## src/rtl/can_destuff_crc.sv

```systemverilog
// CAN receive bit stage: removes stuff bits, flags stuff violations and runs
// the CRC-15 over the destuffed stream. Every state change happens on a
// sample-point strobe. The error flags are active-low and last one bit time.
module can_destuff_crc #(
  parameter int          STUFF_LEN = 5,
  parameter logic [14:0] CRC_POLY  = 15'h4599
) (
  input  logic        clk,
  input  logic        reset,
  input  logic        sp,
  input  logic        rx,
  input  logic        stuff_en,
  input  logic        crc_en,
  input  logic        crc_chk,
  output logic        bit_out,
  output logic        bit_vld,
  output logic        stuff_bit,
  output logic        stf_e,
  output logic        crc_e,
  output logic [14:0] crc_rem
);

  localparam logic [2:0] LP_LEN = 3'(STUFF_LEN);

  typedef enum logic [1:0] {
    S_IDLE = 2'd0,
    S_RUN  = 2'd1,
    S_ERR  = 2'd2
  } state_t;

  state_t     r_state;
  logic [2:0] r_cnt;
  logic       r_last;

  // One CRC-15 shift step with a single input bit folded in.
  function automatic logic [14:0] crc_step(input logic [14:0] c, input logic b);
    logic n;
    n = b ^ c[14];
    return {c[13:0], 1'b0} ^ (n ? CRC_POLY : 15'd0);
  endfunction

  // Saturating run-length increment; the counter never exceeds the run length.
  function automatic logic [2:0] cnt_inc(input logic [2:0] c);
    return (c >= LP_LEN) ? LP_LEN : c + 3'd1;
  endfunction

  // Destuffing FSM, CRC register and all registered outputs, advanced on sp.
  always_ff @(posedge clk or posedge reset) begin
    if (reset) begin
      r_state   <= S_IDLE;
      r_cnt     <= 3'd0;
      r_last    <= 1'b1;
      crc_rem   <= 15'd0;
      bit_out   <= 1'b1;
      bit_vld   <= 1'b0;
      stuff_bit <= 1'b0;
      stf_e     <= 1'b1;
      crc_e     <= 1'b1;
    end else begin
      bit_vld   <= 1'b0;
      stuff_bit <= 1'b0;
      if (sp) begin
        // The check looks at the remainder before this bit is folded in, in
        // every state; flags re-arm at each sp so a pulse lasts one bit time.
        crc_e <= !(crc_chk && (crc_rem != 15'd0));
        stf_e <= 1'b1;
        case (r_state)
          S_IDLE: begin
            if (stuff_en) begin
              r_state <= S_RUN;
              bit_out <= rx;
              bit_vld <= 1'b1;
              r_last  <= rx;
              r_cnt   <= 3'd1;
              crc_rem <= crc_en ? crc_step(15'd0, rx) : 15'd0;
            end
          end
          S_RUN: begin
            if (!stuff_en) begin
              // Leaving the stuffed region wins over a pending stuff check.
              r_state <= S_IDLE;
            end else if (r_cnt == LP_LEN) begin
              if (rx != r_last) begin
                stuff_bit <= 1'b1;
                r_last    <= rx;
                r_cnt     <= 3'd1;
              end else begin
                stf_e   <= 1'b0;
                r_state <= S_ERR;
              end
            end else begin
              bit_out <= rx;
              bit_vld <= 1'b1;
              if (crc_en) crc_rem <= crc_step(crc_rem, rx);
              if (rx == r_last) begin
                r_cnt <= cnt_inc(r_cnt);
              end else begin
                r_cnt  <= 3'd1;
                r_last <= rx;
              end
            end
          end
          S_ERR: begin
            if (!stuff_en) r_state <= S_IDLE;
          end
          default: r_state <= S_IDLE;
        endcase
      end
    end
  end

endmodule
```

## config.mk

```make
export PLATFORM = sky130hd
export DESIGN_NAME = can_destuff_crc
export DESIGN_NICKNAME = d
export VERILOG_FILES = /design/src/rtl/can_destuff_crc.sv
export SDC_FILE = /design/constraint.sdc
export NUM_CORES = 1
export LEC_CHECK = 0
export CAP_MARGIN = 20
export CORE_ASPECT_RATIO = 0.75
export CORE_MARGIN = 5
export CORE_UTILIZATION = 35
export CTS_BUF_LIST = sky130_fd_sc_hd__clkbuf_4 sky130_fd_sc_hd__clkbuf_8 sky130_fd_sc_hd__clkbuf_16
export DETAILED_ROUTE_END_ITERATION = 8
export SLEW_MARGIN = 25
export SYNTH_ARGS = -nofsm -noshare
export SYNTH_HDL_FRONTEND = slang
export SYNTH_SLANG_ARGS = --single-unit
```

## constraint.sdc

```tcl
create_clock -name clk -period 1.8 [get_ports clk]
set_input_delay 0.36 -clock clk [delete_from_list [all_inputs] [get_ports clk]]
set_output_delay 0.36 -clock clk [all_outputs]
set_load 0.05 [all_outputs]
```

==> metrics.yaml <==
status: "finished clean"
antenna_left: 0
slew_violations: 0
grt.met1_usage_pct: 20.4
syn-instance-count: 115
ys_top_cells_by_area: "dfrtp_1 (40%), dfstp_2 (7.7%), a22o_1 (5.8%)"
rows: 19
cts_buffers: 3
drive_above_1_share_pct: 40.5
crit_type: "input pin to register"
p_leak_nw: 0.815
internal_power_mw: 1.39
synth_cell_types: 42
synth_top_area_share_pct: 40.3
startpoint_type: "input pin"
cts_hold_repair.buffers: 0
met3_usage_pct: 1.83
avgViaCountPerCell: 5.07
r2r_end: "crc_rem[7]$_DFFE_PP0P_"
cts.sinks: 26
globalRouteMet2Util_pct: 17.8
design.portCount: 27
p_switching_mw: 0.844
worstHoldPathType: "input pin to asynchronous set/reset pin"
comb_power_share_pct: 40.9
tightest_slew_ps: 446
critPathRequiredTime_ps: 2030
fin_ws_ps: 184
rsz0062_at_grt: "no"
peakVddDrop_mv: 0.579
antenna_found_initial: 0
synth_seq_cells: 26
post-place-ws_ps: -98.5
die_width_um: 82.1
whs_ps: 429
avgSynthCellArea_um2: 11.9
crit_path_start: "rx"
cts_resized: 0
core_mm2: 0.00371
power_frac_seq_pct: 36.6
place_congestion: 0.823
cts_setup_buffers: 0
post-route-period-util_pct: 89.8
synth-edff-count: 0
drt_iter0_markers: 45
grt_pass1_vias: 1003
setup_viol: 0
fillCellCount: 356
async_flop_share_pct: 100
cts_tree: "yes"
cts.path.max_buffers: 2
synth_fp_nets: 124
layout_common_cells: "buf_4 (36), dfrtp_1 (22), a22o_1 (9), xnor2_1 (6), clkdlybuf4s50_1 (6)"
cap_viol_max_count: 0
clk_pin_slew_ps: 100
ff2ff_setup_slack_ps: 220
synth_flop_cell: "dfrtp_1"
vias: 1065
crit_path_end_kind: "register"
nets: 168
dieHeight_um: 64.1
swShare_pct: 37.8
diodes: 0
arrival_ps: 1850
start_util_pct: 36.8
final_common_cell: "buf_4"
wire_per_inst_um: 15.4
io_buffers: 26
die_area_mm2: 0.00526
cts-root-buf: "clkbuf_8"
syn_to_final_growth_pct: 33.7
yosysTopAreaCell: "dfrtp_1"
routed_wl_um: 3240
max_freq_ghz: 0.619
busiest_layer: "met1"
seq_area_um2: 656
grt-ovfl-total: 0
netlist_area_mm2: 0.00137
synth_warnings: 0
insertion_delay_ps: 280
finalHoldViolations: 0
timing.rr.start: "r_state[1]$_DFFE_PP0P_"
power_density_mw_per_mm2: 1220
track_usage_pct: 13.2
relSlewSlack_pct: 70.3
hpwlAfterDp_um: 2420
final.min_clock_period_ps: 1620
multiInputGateArea_um2: 648
reg2regPathDepth: 3
route.detailed.drc: 0
clock_skew_ps: 7.52
grt_max_degree: 27
cts_max_level: 1
critPathMaxFanout: 7
ys_seq_area_share_pct: 48.0
clock_power_share_pct: 22.5
drt-pass1-iter-count: 4
grt_first_pass_wirelength_um: 5270
worst max-delay path: stages:
cell	delay, ps
clkdlybuf4s50_1	610
buf_4	180
nand2_1	70
o2111ai_1	400
o22a_2	230
worst max-delay path by stage:
| stage | slack [ps] | end | cells past startpoint |
|---|---|---|---|
| 3_5_place_dp | -100 | crc_rem[7]$_DFFE_PP0P_ | 4 |
| 3_3_place_gp | -80 | crc_rem[10]$_DFFE_PP0P_ | 4 |
| 4_1_cts | 190 | crc_rem[7]$_DFFE_PP0P_ | 4 |
| 2_1_floorplan | 170 | crc_rem[0]$_DFFE_PP0P_ | 4 |
| 6_report | 180 | crc_rem[7]$_DFFE_PP0P_ | 5 |
| 5_1_grt | 20 | r_state[0]$_DFFE_PP0P_ | 6 |
power groups by stage:
stage          Combinational (mW)  Clock (mW)  Sequential, mW
2_1_floorplan               0.385           0            1.04
5_1_grt                     0.973       0.538           0.839
6_report                    0.912       0.503           0.816
3_3_place_gp                0.904           0           0.825
4_1_cts                     0.918       0.509           0.818
3_5_place_dp                0.913           0           0.829
sequential cells by signal, indices dropped and copies added (netlist names):
register / count
bit_out: 1
bit_vld: 1
crc_e: 1
crc_rem: 15
r_cnt: 3
r_last: 1
r_state: 2
stf_e: 1
stuff_bit: 1
cell usage after synthesis (all sizes together), types with 2 or more instances:
cell type  number
a22o            9
xnor2           6
a21oi           3
dfstp           4
o22a            5
mux2i           5
buf             5
nor3            5
nor4            3
dfrtp          22
mux2            2
ha              2
and3b           2
o21ai           4
inv             4
nor2            4
nand3           2
nand2           5
nand3b          3
logic make-up after synthesis:
| group | share of synthesized area (%) |
|---|---|
| and+or+nand+nor | 17.0 |
| DFF | 48.0 |
| AOI/OAI and AO/OA | 18.6 |
| xor gates and xnor gates | 4.49 |
| adders and majority gates | 1.83 |
| muxes | 5.59 |
| buffers and inverters | 4.49 |
per-layer routing:
metal / part of all wire (%) / vias to the layer above
li1: - / 518
met1: 50 / 519
met2: 44 / 24
met3: 4.3 / 4
met4: 1.6 / 0
met5: 0 / -
metrics by stage:
| step | cells | utilization, % | cell area [um^2] | TNS (ps) | power (mW) |
|---|---|---|---|---|---|
| 2_1_floorplan | 115 | - | 1370 | 0 | 1.43 |
| 3_3_place_gp | 206 | 47.3 | 1750 | -994 | 1.73 |
| 3_5_place_dp | 206 | 47.3 | 1750 | -1520 | 1.74 |
| 4_1_cts | 210 | 49.2 | 1830 | 0 | 2.24 |
| 5_1_grt | 210 | 49.2 | 1830 | 0 | 2.35 |
| 6_report | 210 | 49.2 | 1830 | 0 | 2.23 |
layout make-up:
type / count / share of cell area (%)
Clock buffer: 3 / 2.26
Clock inverter: 1 / 1.64
Inverter: 4 / 0.822
Multi-Input combinational cell: 80 / 35.5
Sequential cell: 26 / 35.9
Tap cell: 52 / 3.56
Timing Repair Buffer: 44 / 20.3
Note: power is estimated with default switching activity, not from simulation.
